File: config.mk
export PLATFORM = sky130hd
export DESIGN_NAME = i2c_slave_regif_flat
export DESIGN_NICKNAME = d
export VERILOG_FILES = /design/src/rtl/i2c_slave_regif_if.sv /design/src/rtl/i2c_slave_regif.sv /design/src/flat_wrapper.sv
export SDC_FILE = /design/constraint.sdc
export NUM_CORES = 1
export LEC_CHECK = 0
export BUFFER_PORTS_ARGS = -buffer_cell sky130_fd_sc_hd__buf_2
export CAP_MARGIN = 20
export CORE_ASPECT_RATIO = 1.1
export CORE_MARGIN = 8
export CORE_UTILIZATION = 45
export DETAILED_ROUTE_END_ITERATION = 7
export SLEW_MARGIN = 30
export SYNTH_ARGS = -nofsm -noshare
export SYNTH_HDL_FRONTEND = slang
export SYNTH_SLANG_ARGS = --single-unit
File: constraint.sdc
create_clock -name clk -period 5.75 [get_ports clk]
set_clock_uncertainty 0.15 [all_clocks]
set_input_delay 0.575 -clock clk [delete_from_list [all_inputs] [get_ports clk]]
set_output_delay 0.575 -clock clk [all_outputs]
set_load 0.01 [all_outputs]
File: src/rtl/i2c_slave_regif_if.sv
// Register-port bundle between the I2C target and the register file it drives.
// Latency: n/a (wires only). Backpressure: none; strobes are single-cycle, read data is
// expected one clk after reg_rd. Ports: reg_addr/reg_wdata/reg_wr/reg_rd out of the target, reg_rdata in.
interface i2c_slave_regif_if;
  logic [15:0] reg_addr;
  logic [7:0]  reg_wdata;
  logic        reg_wr;
  logic        reg_rd;
  logic [7:0]  reg_rdata;

  // master: the I2C target that issues register accesses
  modport master (output reg_addr, reg_wdata, reg_wr, reg_rd, input reg_rdata);
  // slave: the register file answering them
  modport slave  (input reg_addr, reg_wdata, reg_wr, reg_rd, output reg_rdata);
endinterface

File: src/rtl/i2c_slave_regif.sv
// I2C target (7-bit device address, 16-bit register pointer, 8-bit data) driving a register port.
// Latency: SYNC_STAGES+1 clks from pad to bus decode (+FILT_LEN with I2C_SLAVE_GLITCH_FILT_EN defined).
// Backpressure: none; no clock stretching, register port must answer reg_rd one clk later.
// Ports: clk, rst_n (async active-low), scl_in/sda_in raw pads, sda_out_en (1 = pull SDA low),
// busy (addressed until STOP/START/mismatch), rif = register port (addr, wdata, wr, rd, rdata).
module i2c_slave_regif #(
  parameter logic [6:0] DEVICE_ID   = 7'h2B,
  parameter int         SYNC_STAGES = 2,
  parameter int         FILT_LEN    = 3
) (
  input  logic              clk,
  input  logic              rst_n,
  input  logic              scl_in,
  input  logic              sda_in,
  output logic              sda_out_en,
  output logic              busy,
  i2c_slave_regif_if.master rif
);

  typedef enum logic [3:0] {
    IDLE, DEV, DEV_ACK, ADH, ADH_ACK, ADL, ADL_ACK, WR, WR_ACK, RD, RD_ACK, WAIT
  } state_t;

  // ---------------------------------------------------------------- input conditioning
  logic [SYNC_STAGES-1:0] scl_sync_q, sda_sync_q;
  logic                   scl_s, sda_s;

  // Preset to 1 so a released bus looks idle straight out of reset.
  always_ff @(posedge clk or negedge rst_n) begin
    if (!rst_n) begin
      scl_sync_q <= '1;
      sda_sync_q <= '1;
    end else begin
      scl_sync_q <= {scl_sync_q[SYNC_STAGES-2:0], scl_in};
      sda_sync_q <= {sda_sync_q[SYNC_STAGES-2:0], sda_in};
    end
  end

`ifdef I2C_SLAVE_GLITCH_FILT_EN
  localparam int FCW = $clog2(FILT_LEN + 1);
  logic [1:0]     raw_s;
  logic [1:0]     filt_q;
  logic [FCW-1:0] fcnt_q [2];

  assign raw_s = {scl_sync_q[SYNC_STAGES-1], sda_sync_q[SYNC_STAGES-1]};

  // The filtered copy follows the raw value only after FILT_LEN consecutive clks of disagreement;
  // any return to agreement restarts the count, so shorter pulses vanish.
  always_ff @(posedge clk or negedge rst_n) begin
    if (!rst_n) begin
      filt_q <= 2'b11;
      for (int i = 0; i < 2; i++) fcnt_q[i] <= '0;
    end else begin
      for (int i = 0; i < 2; i++) begin
        if (raw_s[i] == filt_q[i]) begin
          fcnt_q[i] <= '0;
        end else if (fcnt_q[i] == FCW'(FILT_LEN - 1)) begin
          filt_q[i] <= raw_s[i];
          fcnt_q[i] <= '0;
        end else begin
          fcnt_q[i] <= fcnt_q[i] + 1'b1;
        end
      end
    end
  end

  assign scl_s = filt_q[1];
  assign sda_s = filt_q[0];
`else
  assign scl_s = scl_sync_q[SYNC_STAGES-1];
  assign sda_s = sda_sync_q[SYNC_STAGES-1];
`endif

  // ---------------------------------------------------------------- edge / condition detect
  logic scl_d_q, sda_d_q;
  logic scl_rise, scl_fall, start_c, stop_c;

  always_ff @(posedge clk or negedge rst_n) begin
    if (!rst_n) begin
      scl_d_q <= 1'b1;
      sda_d_q <= 1'b1;
    end else begin
      scl_d_q <= scl_s;
      sda_d_q <= sda_s;
    end
  end

  assign scl_rise = scl_s & ~scl_d_q;
  assign scl_fall = ~scl_s & scl_d_q;
  // SCL must be high on both sides so an SDA move at an SCL edge is not mistaken for a condition.
  assign start_c  = scl_s & scl_d_q & sda_d_q & ~sda_s;
  assign stop_c   = scl_s & scl_d_q & ~sda_d_q & sda_s;

  // ---------------------------------------------------------------- protocol FSM
  state_t      state_q, state_d;
  logic [3:0]  cnt_q, cnt_d;        // bit count in byte states, ACK phase in *_ACK states
  logic [7:0]  shreg_q, shreg_d;    // receive shift register
  logic [7:0]  tx_q, tx_d;          // transmit shift register
  logic        rw_q, rw_d;
  logic        oe_q, oe_d;
  logic        busy_q, busy_d;
  logic [15:0] addr_q, addr_d;
  logic [7:0]  wdata_q, wdata_d;
  logic        wr_q, wr_d;
  logic        rd_q, rd_d;
  logic        rd_pend_q, rd_pend_d;
  logic [7:0]  rx_byte;

  always_comb begin
    state_d   = state_q;
    cnt_d     = cnt_q;
    shreg_d   = shreg_q;
    tx_d      = tx_q;
    rw_d      = rw_q;
    oe_d      = oe_q;
    busy_d    = busy_q;
    addr_d    = addr_q;
    wdata_d   = wdata_q;
    wr_d      = 1'b0;
    rd_d      = 1'b0;
    rd_pend_d = rd_q;
    rx_byte   = {shreg_q[6:0], sda_s};

    // Pointer bumps the clk after a write strobe, and when prefetched read data is captured.
    if (wr_q) addr_d = addr_q + 16'd1;
    if (rd_pend_q) begin
      tx_d   = rif.reg_rdata;
      addr_d = addr_q + 16'd1;
    end

    if (start_c) begin
      state_d = DEV;
      cnt_d   = '0;
      oe_d    = 1'b0;
      busy_d  = 1'b0;
    end else if (stop_c) begin
      state_d = IDLE;
      cnt_d   = '0;
      oe_d    = 1'b0;
      busy_d  = 1'b0;
    end else begin
      case (state_q)
        DEV, ADH, ADL, WR: begin
          if (scl_rise) begin
            shreg_d = rx_byte;
            cnt_d   = cnt_q + 4'd1;
            if (cnt_q == 4'd7) begin
              cnt_d = '0;
              case (state_q)
                DEV: begin
                  if (rx_byte[7:1] == DEVICE_ID) begin
                    state_d = DEV_ACK;
                    busy_d  = 1'b1;
                    rw_d    = rx_byte[0];
                  end else begin
                    state_d = WAIT;
                  end
                end
                ADH: begin
                  addr_d[15:8] = rx_byte;
                  state_d      = ADH_ACK;
                end
                ADL: begin
                  addr_d[7:0] = rx_byte;
                  state_d     = ADL_ACK;
                end
                default: begin
                  wdata_d = rx_byte;
                  wr_d    = 1'b1;
                  state_d = WR_ACK;
                end
              endcase
            end
          end
        end

        // Phase 0: wait for the fall after bit 8 and pull SDA; phase 1: 9th rise;
        // phase 2: the following fall releases SDA (or drives the first read bit).
        DEV_ACK, ADH_ACK, ADL_ACK, WR_ACK: begin
          if (scl_fall && cnt_q == 4'd0) begin
            oe_d  = 1'b1;
            cnt_d = 4'd1;
          end else if (scl_rise && cnt_q == 4'd1) begin
            cnt_d = 4'd2;
            if (state_q == DEV_ACK && rw_q) rd_d = 1'b1;
          end else if (scl_fall && cnt_q == 4'd2) begin
            cnt_d = '0;
            oe_d  = 1'b0;
            case (state_q)
              DEV_ACK: begin
                if (rw_q) begin
                  state_d = RD;
                  oe_d    = ~tx_q[7];
                  tx_d    = {tx_q[6:0], 1'b0};
                end else begin
                  state_d = ADH;
                end
              end
              ADH_ACK: state_d = ADL;
              default: state_d = WR;
            endcase
          end
        end

        RD: begin
          if (scl_rise) begin
            cnt_d = cnt_q + 4'd1;
          end else if (scl_fall) begin
            if (cnt_q == 4'd8) begin
              oe_d    = 1'b0;
              cnt_d   = 4'd1;
              state_d = RD_ACK;
            end else begin
              oe_d = ~tx_q[7];
              tx_d = {tx_q[6:0], 1'b0};
            end
          end
        end

        RD_ACK: begin
          if (scl_rise && cnt_q == 4'd1) begin
            if (!sda_s) begin
              rd_d  = 1'b1;
              cnt_d = 4'd2;
            end else begin
              state_d = WAIT;      // NACK: stay busy until the master ends the transfer
            end
          end else if (scl_fall && cnt_q == 4'd2) begin
            state_d = RD;
            cnt_d   = '0;
            oe_d    = ~tx_q[7];
            tx_d    = {tx_q[6:0], 1'b0};
          end
        end

        default: ;                 // IDLE, WAIT: only START/STOP matter
      endcase
    end
  end

  always_ff @(posedge clk or negedge rst_n) begin
    if (!rst_n) begin
      state_q   <= IDLE;
      cnt_q     <= '0;
      shreg_q   <= '0;
      tx_q      <= '0;
      rw_q      <= 1'b0;
      oe_q      <= 1'b0;
      busy_q    <= 1'b0;
      addr_q    <= '0;
      wdata_q   <= '0;
      wr_q      <= 1'b0;
      rd_q      <= 1'b0;
      rd_pend_q <= 1'b0;
    end else begin
      state_q   <= state_d;
      cnt_q     <= cnt_d;
      shreg_q   <= shreg_d;
      tx_q      <= tx_d;
      rw_q      <= rw_d;
      oe_q      <= oe_d;
      busy_q    <= busy_d;
      addr_q    <= addr_d;
      wdata_q   <= wdata_d;
      wr_q      <= wr_d;
      rd_q      <= rd_d;
      rd_pend_q <= rd_pend_d;
    end
  end

  assign sda_out_en    = oe_q;
  assign busy          = busy_q;
  assign rif.reg_addr  = addr_q;
  assign rif.reg_wdata = wdata_q;
  assign rif.reg_wr    = wr_q;
  assign rif.reg_rd    = rd_q;

endmodule

File: src/flat_wrapper.sv
// flat-port wrapper written by rule: the top's interface ports become plain ports
module i2c_slave_regif_flat 
#(
  parameter logic [6:0] DEVICE_ID   = 7'h2B,
  parameter int         SYNC_STAGES = 2,
  parameter int         FILT_LEN    = 3
)
  (clk, rst_n, scl_in, sda_in, sda_out_en, busy, rif_reg_addr, rif_reg_wdata, rif_reg_wr, rif_reg_rd, rif_reg_rdata);
  i2c_slave_regif_if rif_i ();
  input  logic clk;
  input  logic rst_n;
  input  logic scl_in;
  input  logic sda_in;
  output logic sda_out_en;
  output logic busy;
  output wire logic [$bits(rif_i.reg_addr)-1:0] rif_reg_addr;
  output wire logic [$bits(rif_i.reg_wdata)-1:0] rif_reg_wdata;
  output wire logic [$bits(rif_i.reg_wr)-1:0] rif_reg_wr;
  output wire logic [$bits(rif_i.reg_rd)-1:0] rif_reg_rd;
  input wire logic [$bits(rif_i.reg_rdata)-1:0] rif_reg_rdata;
  assign rif_reg_addr = rif_i.reg_addr;
  assign rif_reg_wdata = rif_i.reg_wdata;
  assign rif_reg_wr = rif_i.reg_wr;
  assign rif_reg_rd = rif_i.reg_rd;
  assign rif_i.reg_rdata = rif_reg_rdata;
  i2c_slave_regif #(.DEVICE_ID(DEVICE_ID), .SYNC_STAGES(SYNC_STAGES), .FILT_LEN(FILT_LEN)) u_core (.clk(clk), .rst_n(rst_n), .scl_in(scl_in), .sda_in(sda_in), .sda_out_en(sda_out_en), .busy(busy), .rif(rif_i));
endmodule
Yosys cells after proc, flatten, opt, wreduce, memory -nomap -nowiden. Index checks and enable logic that the tools add are counted.

Register bits after elaboration: 59. Input port bits: 12.

Add/sub/neg operators: 2. Eq/ne operators: 32. Multiplexer cells: 88. Bitwise gates (word level): 15. Reductions and logical operators: 22.

Operators with widths (count): 8-bit 2-to-1 mux (15); 16-bit 2-to-1 mux (7); 4-bit 2-to-1 mux (27); 1-bit 2-to-1 mux (32); 4-bit case mux with 4 select lines (2); 4-bit by 1-bit != test with 1-bit output (second input constant) (6); 8-bit case mux with 3 select lines (1); 4-bit by 3-bit == test with 1-bit output (second input constant) (5); 5-bit by 1-bit != test with 1-bit output (second input constant) (4); 16-bit by 1-bit adder with 16-bit output (second input constant) (1); 4-bit == test (second input constant) (4); 3-bit nonzero test (5); 7-bit AND reduction (2); 4-bit by 2-bit == test with 1-bit output (second input constant) (3); 4-bit by 2-bit != test with 1-bit output (second input constant) (3); 4-bit case mux with 3 select lines (1); 11-bit AND reduction (1); 5-bit by 2-bit != test with 1-bit output (second input constant) (2); 5-bit AND reduction (2); 4-bit by 1-bit == test with 1-bit output (second input constant) (2); 1-bit inverter (8); 4-bit case mux with 2 select lines (1); 4-bit OR reduction (2); 1-bit bitwise AND (7); 13 further kinds (16).

Depth between registers and ports, before layout. Gate-level depths: netlist of run 1.

Depth after elaboration: 9. Mapped depth: 9. Gate-level depth less buffers: 8.

Worst setup path after synthesis of run 1. No wires, ideal clock.

Path kind: reg2reg. From: register u_core.cnt_q[0]. To: register u_core.cnt_q[0]. Setup time: 0.076 ns. Data arrival time: 1.766 ns. Data required time: 5.524 ns. Path slack: 3.757 ns. Cell stages (with the launch flop): 9. Path through: dfrtp_1 -> inv_1 -> ha_1 -> and3b_1 -> a21oi_1 -> o221ai_2 -> o31ai_4 -> or4_1 -> o21ai_1.

Cells in the longest elaborated chain, start to end: 8. Elaborated cells between the ends (all ways): 22. Classes of those cells: add/sub (1); eq/ne (6); mux (10); reduce/logical (5).

Ends and longest elaborated chain: start, declared (line i2c_slave_regif.sv:96) `logic [3:0] cnt_q, cnt_d;`; start signal, assigned (line i2c_slave_regif.sv:257) `cnt_q <= cnt_d;`; branches (longest 8 deep; another with 4-bit by 1-bit adder with 4-bit output).

Parallel ways; which one is timed is not known. The select of a mux whose other input is x is not followed. A chain may end at the register's enable or synchronous reset.

Final worst setup path of run 1.
From: register u_core.state_q[2]. To: register u_core.tx_q[6].

Cells in the longest elaborated chain, start to end: 8. Elaborated cells between the ends (all ways): 14. Classes of those cells: eq/ne (6); mux (7); reduce/logical (1).

Ends and longest elaborated chain: start, declared (line i2c_slave_regif.sv:95) `state_t state_q, state_d;`; start signal, assigned (line i2c_slave_regif.sv:256) `state_q <= state_d;`; 4-bit by 2-bit == test with 1-bit output (line i2c_slave_regif.sv:142, i2c_slave_regif.sv:189); 8-bit 2-to-1 mux (line i2c_slave_regif.sv:189) `case (state_q)`; 8-bit 2-to-1 mux (line i2c_slave_regif.sv:186) `end else if (scl_fall && cnt_q == 4'd2) begin`; 8-bit 2-to-1 mux (line i2c_slave_regif.sv:183) `end else if (scl_rise && cnt_q == 4'd1) begin`; 8-bit 2-to-1 mux (line i2c_slave_regif.sv:180) `if (scl_fall && cnt_q == 4'd0) begin`; 8-bit case mux with 3 select lines (*) (line i2c_slave_regif.sv:142) `case (state_q)`; 8-bit 2-to-1 mux (*) (line i2c_slave_regif.sv:136) `end else if (stop_c) begin`; 8-bit 2-to-1 mux (*) (line i2c_slave_regif.sv:131) `if (start_c) begin`; named net u_core.tx_d[6] (line i2c_slave_regif.sv:98) `logic [7:0] tx_q, tx_d;`; end signal, assigned (line i2c_slave_regif.sv:259) `tx_q <= tx_d;`; end, declared (line i2c_slave_regif.sv:98).

Mark *: on every way through the listed nets, which the timed path passes. The rest lies on a longest branch.

==> results.cfg, run 1 <==
[route]
wire_per_inst_um = 15.8
first_pass_iters = 4
routed_via_density = 5.58
routed_wl_um = 7090
first_iter_violations = 135
ant_nets = 0
drc = 0
via_count = 2502

[min_path]
hold_path.class = in2reg
worstHoldStart = scl_in

[clocking]
clock-root-buffer = clkbuf_8
clock_latency_ps = 330
cts_hold_buf = 0
post_cts_buffers = 0
cts.clk_slew.worst_paths_ps = 70
cts_max_path_buffers = 2
cts_tree = built
cts_sinks = 59
cts_resized = 0
cts_made_buffers = 9
h-tree-depth = 3

[sta]
max_slew_margin_pct = 52.3
setup_viol = 0
final_hold_viol_count = 0
tightest_slew_ps = 716
slew_violations = 0
finalSetupTns_ps = 0
setup_slack_ps = 3160
fmax_ghz = 0.387
min_period_over_period_pct = 45.0
rsz0062_at_grt = no
min_period_ps = 2590

[global_route]
grt_use_total_pct = 14.4
antenna_found_initial = 0
grt_pass1_vias = 2500
grt-ovfl-total = 0
grt_max_degree = 60
grt_first_pass_wirelength_um = 12400

[power]
switchingPower_mw = 0.617
total_power_mw = 1.62
p_leak_nw = 1.73
intPower_mw = 1.00
p_per_area_nw_per_um2 = 436
combPwrFrac_pct = 35.4
seq_power_share_pct = 39.1
swShare_pct = 38.1
ir_worst_vdd_uv = 194
clkPwrFrac_pct = 25.5

[critical_path]
critPathRequiredTime_ps = 5800
cp-endpoint = u_core.tx_q[6]$_DFF_PN0_
crit_arrival_ps = 2640
cp-startpoint = u_core.state_q[2]$_DFFE_PN0P_
crit_type = reg2reg
r2r-start = u_core.state_q[2]$_DFFE_PN0P_
reg2regPathDepth = 5
startpoint_type = flip-flop
r2r_end = u_core.tx_q[6]$_DFF_PN0_
endpoint_kind = flip-flop
rrSetupSlack_ps = 3160
worstPathMaxFanout = 20

[die]
ios = 40
rows = 32
coreArea_um2 = 7050
die-height_um = 106
die_w_um = 97.4
die_area_um2 = 10300
start_util_pct = 46.5

[placement]
dp_slack_ps = 3200
gp_congestion = 0.897
port_buffers = 39
detailed_place_hpwl_um = 4960

[logic_synthesis]
synth-simple-area-share_pct = 19.4
synth_ff_type = dfrtp_1
ys_warn_count = 0
synth_fa_ha_area_share_pct = 1.91
syn_inst = 322
synthArstFlopShare_pct = 100
synth_top_area_cell = dfrtp_1
synth.cell_area_um2 = 3280
synth-seq-cells = 59
synth.mux.area_fraction_pct = 11.0
synth_cell_type_count = 64
synthesis.nets = 339
yosysMostFrequentCell = dfrtp_1
synth_top_area_share_pct = 40.4
ys_top_cells_by_count = dfrtp_1, nand2_1, nor2_1
synth-edff-count = 0
synth-xor-area-share_pct = 4.81
synth_top_family_by_area = simple AND/OR/NAND/NOR gates
postSynthAreaPerCell_um2 = 10.2
yosys-top-cells-area = dfrtp_1, mux2i_1, mux2_2, dfstp_2, a21oi_1
synth_compound_area_share_pct = 14.0
yosysSeqAreaShare_pct = 45.2

[job]
maxCapViolCount = 0

[finish]
fin_nets = 375
syn_to_final_growth_pct = 13.3
fill_cells = 658
diodes = 0
drive_above_1_share_pct = 24.5
multi_input_area_um2 = 1680
regArea_um2 = 1480

[run_status]
outcome = finished clean
[per-stage QoR]
stage | instances | utilization (%) | hold WS, ps | cell area, um2
finish | 448 | 52.7 | 194 | 3710
detailed placement | 432 | 49.6 | 197 | 3500
floorplan | 322 | - | 129 | 3280
global placement | 432 | 49.6 | 196 | 3500
CTS | 448 | 52.7 | 177 | 3710
global route | 448 | 52.7 | 175 | 3710
[power by group through the flow]
| stage | Clock (mW) | Sequential (mW) | Combinational (mW) |
|---|---|---|---|
| after floorplan | 0 | 0.551 | 0.552 |
| after global placement | 0 | 0.635 | 0.569 |
| after detailed placement | 0 | 0.637 | 0.572 |
| after CTS | 0.426 | 0.630 | 0.576 |
| after global routing | 0.445 | 0.650 | 0.648 |
| final | 0.413 | 0.634 | 0.573 |
[critical path, stage by stage, from the launching register on]
cell and delay (ps):
dfrtp_1 770, nor3_4 110, a211o_1 280, a21oi_2 570, nand3_2 370, mux2i_1 200
[cells by family after synthesis]
family / after synthesis
AOI/OAI and AO/OA: 70
xor gates and xnor gates: 18
adders and majority gates: 5
buffers and inverters: 22
DFF: 59
muxes: 34
and+or+nand+nor: 114
[registers in the layout, indices dropped and copies added (netlist names)]
signal                flops
u_core.cnt_q              4
u_core.state_q            4
u_core.busy               1
u_core.rw_q               1
u_core.tx_q               8
u_core.rd_pend_q          1
u_core.scl_sync_q         2
u_core.shreg_q            7
u_core.rif.reg_wdata      8
u_core.scl_d_q            1
u_core.sda_d_q            1
u_core.rif.reg_wr         1
u_core.rif.reg_addr      16
u_core.sda_out_en         1
u_core.rif.reg_rd         1
u_core.sda_sync_q         2
[layout make-up]
class | count | area share (%)
Clock inverter | 4 | 1.99
Multi-Input combinational cell | 241 | 45.1
Sequential cell | 59 | 39.9
Timing Repair Buffer | 40 | 5.46
Inverter | 7 | 0.707
Clock buffer | 12 | 3.91
Tap cell | 85 | 2.86
[cells in the final DEF (no fill, tap or decap), types with 6 or more instances in the layout]
cell type,count
dfrtp_1,53
buf_2,39
nand2_1,32
nor2_1,25
a21oi_1,24
mux2i_1,18
mux2_2,16
o21ai_1,13
xor2_1,11
clkbuf_8,10
nand3_1,9
inv_1,7
xnor2_1,7
nand4_1,6
dfstp_2,6
[metal layers]
layer | vias up | track usage, % | part of all wire (%)
li1 | 1222 | - | -
met1 | 1194 | 18.9 | 48
met2 | 72 | 21.8 | 44
met3 | 14 | 3.72 | 5.7
met4 | 0 | 6.50 | 1.9
met5 | - | 0 | 0
[worst min-delay path by stage]
stage	to	slack [ps]	cells past startpoint
after floorplan	u_core.busy$_DFFE_PN0P_	130	0
after global placement	u_core.scl_sync_q[1]$_DFF_PN1_	200	0
after detailed placement	u_core.scl_sync_q[1]$_DFF_PN1_	200	0
after CTS	u_core.scl_sync_q[0]$_DFF_PN1_	180	1
after global routing	u_core.scl_sync_q[0]$_DFF_PN1_	180	1
final	u_core.scl_sync_q[0]$_DFF_PN1_	190	1
(Power assumes the default switching activity.)
==> inputs of run 2 (changes only) <==
==> constraint.sdc (replaced) <==
create_clock -name clk -period 2.6 [get_ports clk]
set_clock_uncertainty 0.15 [all_clocks]
set_input_delay 0.26 -clock clk [delete_from_list [all_inputs] [get_ports clk]]
set_output_delay 0.26 -clock clk [all_outputs]
set_load 0.01 [all_outputs]
==> run 2 against run 1 <==
Clock power increased by 100%. Critical path type unchanged. Global-route usage is 0.49 points higher. Non-clock buffer count rose by 17. Fmax increased by 9.1%. Sequential cell count unchanged. Worst hold slack got worse by 130 ps.
==> results.cfg, run 2 (synthesized netlist as in run 1, its figures left out) <==
[sta]
setup_viol = 0
rsz0062_at_grt = no
finalSetupTns_ps = 0
min_period_ps = 2370
fmax_ghz = 0.422
max_slew_margin_pct = 62.8
hold_slack_ps = 67.5
tightest_slew_ps = 553
setup_slack_ps = 229
min_period_over_period_pct = 91.2
final_hold_viol_count = 0
slew_violations = 0

[placement]
gp_congestion = 0.942
detailed_place_hpwl_um = 5510
dp_slack_ps = 263
port_buffers = 39

[critical_path]
startpoint_type = flip-flop
cp_cell_sequence = inv_1 > o2bb2ai_1 > o21ba_1 > o31ai_4 > o21ai_1 > a22o_1
crit_slowest_cell = dfrtp_1
crit_type = reg2reg
cpPeakStageDelay_ps = 660
crit_family = compound AO/OA/AOI/OAI gates
rrSetupSlack_ps = 230
crit_arrival_ps = 2440
r2r_end = u_core.cnt_q[2]$_DFFE_PN0P_
reg2regPathDepth = 6
endpoint_kind = flip-flop
critPathRequiredTime_ps = 2670
worstPathMaxFanout = 15
r2r-start = u_core.state_q[3]$_DFFE_PN0P_
crit_buf_inv = 1

[die]
die-height_um = 106
ios = 40
start_util_pct = 46.5
coreArea_um2 = 7050
rows = 32
die_area_um2 = 10300
die_w_um = 97.4

[finish]
utilization_pct = 54.4
largest_register_ffs = 16
diodes = 0
fin_nets = 392
final_common_cell = dfrtp_1
final_cell_mix = dfrtp_1, buf_2, nand2_1
drive_above_1_share_pct = 27.2
syn_to_final_growth_pct = 16.8

[route]
ant_nets = 0
wire_per_inst_um = 16.2
wl_met1_um = 3630
via_count = 2589
routed_wl_um = 7530
wl_met3_um = 436
first_pass_iters = 4
drc = 0
first_iter_violations = 191
top_layer = met4
met2_length_um = 3390
routed_via_density = 5.58

[global_route]
grt_max_degree = 28
grt-ovfl-total = 0
grt_use_total_pct = 14.9
grt_pass1_vias = 2542
grt_first_pass_wirelength_um = 12600
antenna_found_initial = 0

[power]
swShare_pct = 38.7
combPwrFrac_pct = 39.8
switchingPower_mw = 1.41
clkPwrFrac_pct = 23.2
p_leak_nw = 1.80
intPower_mw = 2.22
seq_power_share_pct = 37.1
ir_worst_vdd_uv = 437
p_per_area_nw_per_um2 = 947

[clocking]
post_cts_buffers = 0
cts_made_buffers = 9
cts.clk_slew.worst_paths_ps = 60
cts_sinks = 59
clock-root-buffer = clkbuf_8
cts_tree = built
h-tree-depth = 3
cts_max_path_buffers = 2
clock_latency_ps = 340

[run_status]
outcome = finished clean

[job]
maxCapViolCount = 0

[min_path]
worstHoldEndpoint = u_core.tx_q[4]$_DFF_PN0_
hold_path.class = in2reg
min_path_cells = 3
worstHoldStart = rif_reg_rdata[4]
-- run 2: cell count changes in the layout (fill, tap and decap cells not counted) --
cell	delta
buf_4	+14
bufinv_16	-1
clkbuf_8	+1
clkinv_4	-1
dlygate4sd3_1	+3
nor3b_1	-1
nor3b_2	+1
-- run 2: what timing repair did --
item,in CTS,in global routing
endpoints found under the setup margin,0,1
hold buffers,3,0
gates resized for setup,0,1
endpoints found under the hold margin,16,0
-- run 2: stage by stage --
step                power [mW]  std cells  instance area, um2
floorplan                 2.44        322                3280
global placement          2.77        446                3600
detailed placement        2.78        446                3600
CTS                       3.63        464                3820
global route              3.87        464                3830
finish                    3.63        464                3830
-- run 2: worst reg2reg max path: stages, from the launching register on --
cell,delay [ps]
dfrtp_1,660
inv_1,250
o2bb2ai_1,300
o21ba_1,220
o31ai_4,370
o21ai_1,120
a22o_1,190
-- run 2: power by group through the flow --
stage	clock (mW)	sequential, mW	combinational (mW)
3_3_place_gp	0	1.35	1.41
2_1_floorplan	0	1.22	1.22
5_1_grt	0.906	1.38	1.58
4_1_cts	0.862	1.34	1.43
3_5_place_dp	0	1.36	1.42
6_report	0.840	1.35	1.44
-- run 2: worst max path at each step --
| stage | from | endpoint | cells after the start |
|---|---|---|---|
| final | u_core.state_q[3]$_DFFE_PN0P_ | u_core.cnt_q[2]$_DFFE_PN0P_ | 6 |
| after global routing | u_core.state_q[3]$_DFFE_PN0P_ | u_core.cnt_q[2]$_DFFE_PN0P_ | 6 |
| after CTS | u_core.state_q[1]$_DFFE_PN0P_ | u_core.tx_q[6]$_DFF_PN0_ | 7 |
| after detailed placement | u_core.state_q[1]$_DFFE_PN0P_ | u_core.tx_q[6]$_DFF_PN0_ | 7 |
| after global placement | u_core.state_q[1]$_DFFE_PN0P_ | u_core.tx_q[1]$_DFF_PN0_ | 7 |
| after floorplan | u_core.cnt_q[0]$_DFFE_PN0P_ | u_core.cnt_q[0]$_DFFE_PN0P_ | 8 |
-- run 2: area by class of cell --
type	count	area (um2)
clock buffers	13	159
clock inverters	2	35.0
fillers	651	3220
inverters	7	26.3
multi-input cells	241	1680
flip-flops and latches	59	1480
well taps	85	106
repair buffers	57	338
-- run 2: per-layer routing --
metal | global-route usage, % | vias to the layer above
met3 | 4.77 | 8
met1 | 19.6 | 1257
li1 | - | 1267
met2 | 21.9 | 57
met4 | 6.39 | 0
met5 | 0 | -
==> inputs of run 3 (changes only) <==
--- a/config.mk
+++ b/config.mk
@@ -7,7 +7,7 @@
 export LEC_CHECK = 0
 export BUFFER_PORTS_ARGS = -buffer_cell sky130_fd_sc_hd__buf_2
 export CAP_MARGIN = 20
-export CORE_ASPECT_RATIO = 1.1
+export CORE_ASPECT_RATIO = 1.25
 export CORE_MARGIN = 8
 export CORE_UTILIZATION = 45
 export DETAILED_ROUTE_END_ITERATION = 7
==> run 3 against run 2 <==
Worst hold slack better by 7.9 ps. Fmax increased by 1.8%. Die area rose by 0.14%. Core utilization decreased by 0.76 points. Largest power group unchanged.
==> results.cfg, run 3 (synthesized netlist as in run 1, its figures left out) <==
[route]
ant_nets = 0
first_pass_iters = 4
wl_met3_um = 337
wire_per_inst_um = 16.0
drc = 0
via_count = 2557
routed_wl_um = 7530
met2_length_um = 3800
top_layer = met4
wl_met1_um = 3240
routed_via_density = 5.43
first_iter_violations = 101

[placement]
detailed_place_hpwl_um = 5520
gp_congestion = 0.895
place_area_um2 = 3610
dp_slack_ps = 306
port_buffers = 39

[global_route]
grt_use_total_pct = 15.4
grt_max_degree = 35
grt_first_pass_wirelength_um = 12800
grt_pass1_vias = 2580
grt-ovfl-total = 0
antenna_found_initial = 0

[clocking]
cts_max_path_buffers = 2
cts_made_buffers = 9
cts.clk_slew.worst_paths_ps = 60
clock-root-buffer = clkbuf_8
cts_tree = built
cts_sinks = 59
h-tree-depth = 3
post_cts_buffers = 0
clock_latency_ps = 330

[power]
p_leak_nw = 1.81
ir_worst_vdd_uv = 545
p_per_area_nw_per_um2 = 959

[sta]
hold_slack_ps = 75.4
fmax_ghz = 0.429
max_slew_margin_pct = 57.7
setup_viol = 0
tightest_slew_ps = 635
min_period_ps = 2330
final_hold_viol_count = 0
rsz0062_at_grt = no
finalSetupTns_ps = 0
slew_violations = 0
setup_slack_ps = 270
min_period_over_period_pct = 89.6

[finish]
final_common_cell = dfrtp_1
utilization_pct = 53.6
fin_nets = 391
diodes = 0
syn_to_final_growth_pct = 18.1
final_cell_mix = dfrtp_1, buf_2, nand2_1
largest_register_ffs = 16
drive_above_1_share_pct = 27.2
design_area_um2 = 3870

[critical_path]
critPathRequiredTime_ps = 2700
reg2regPathDepth = 7
startpoint_type = flip-flop
crit_arrival_ps = 2430
crit_type = reg2reg
endpoint_kind = flip-flop
worstPathMaxFanout = 13

[min_path]
hold_path.class = in2reg
min_path_cells = 3

[die]
die_w_um = 92.4
rows = 35
die_area_um2 = 10300
start_util_pct = 45.4
die-height_um = 111
coreArea_um2 = 7230
ios = 40

[job]
maxCapViolCount = 0

[run_status]
outcome = finished clean
## run 3: changes by cell type in the layout (fill, tap and decap cells not counted)
cell | before | now
bufinv_16 | 1 | 2
buf_12 | 0 | 1
nor3b_1 | 1 | 2
clkinvlp_4 | 0 | 1
clkbuf_1 | 2 | 1
buf_4 | 15 | 13
nor3b_2 | 2 | 1
## run 3: area by class of cell
cell class / count / area, um2
Timing Repair Buffer: 56 / 343
Clock buffer: 12 / 155
Inverter: 7 / 26.3
Sequential cell: 59 / 1480
Multi-Input combinational cell: 241 / 1680
Clock inverter: 4 / 72.6
Tap cell: 92 / 115
Fill cell: 670 / 3350
## run 3: path summary, 6_finish.rpt
| check | slack (ps) | startpoint | to |
|---|---|---|---|
| max in group asynchronous | 1370 | rst_n | u_core.tx_q[1]$_DFF_PN0_ |
| min reg2reg | 210 | u_core.sda_sync_q[0]$_DFF_PN1_ | u_core.sda_sync_q[1]$_DFF_PN1_ |
| min in group asynchronous | 320 | rst_n | u_core.rif.reg_addr[15]$_DFF_PN0_ |
| max | 270 | u_core.state_q[3]$_DFFE_PN0P_ | u_core.cnt_q[0]$_DFFE_PN0P_ |
| max reg2reg | 270 | u_core.state_q[3]$_DFFE_PN0P_ | u_core.cnt_q[0]$_DFFE_PN0P_ |
| min | 80 | rif_reg_rdata[1] | u_core.tx_q[1]$_DFF_PN0_ |
## run 3: critical path, stage by stage, from the launching register on
cell     delay, ps
dfrtp_1        610
buf_4          210
nor3_4          50
a211o_1        280
a21oi_2        360
nor2_1          90
or4_1          410
o21ai_1         90
## run 3: per-stage QoR
stage          cells  power (mW)
3_5_place_dp     452        2.77
6_report         471        3.71
4_1_cts          471        3.74
2_1_floorplan    322        2.44
3_3_place_gp     452        2.76
5_1_grt          471        3.97
## run 3: report_power, final
part	leakage, nW	total [mW]	switching, mW	internal [mW]
clock network	0.113	0.949	0.358	0.591
logic	0.917	1.41	0.748	0.659
registers	0.783	1.36	0.285	1.07
## run 3: routing by layer
metal  vias up  global-route usage [%]
li1       1257                       -
met1      1234                    17.7
met2        53                    25.9
met3        13                    4.31
met4         0                    6.57
met5         -                       0
## run 3: repair_timing
item	4_1_cts	5_1_grt
gates resized for setup	0	0
endpoints found under the hold margin	21	0
hold buffers	3	0
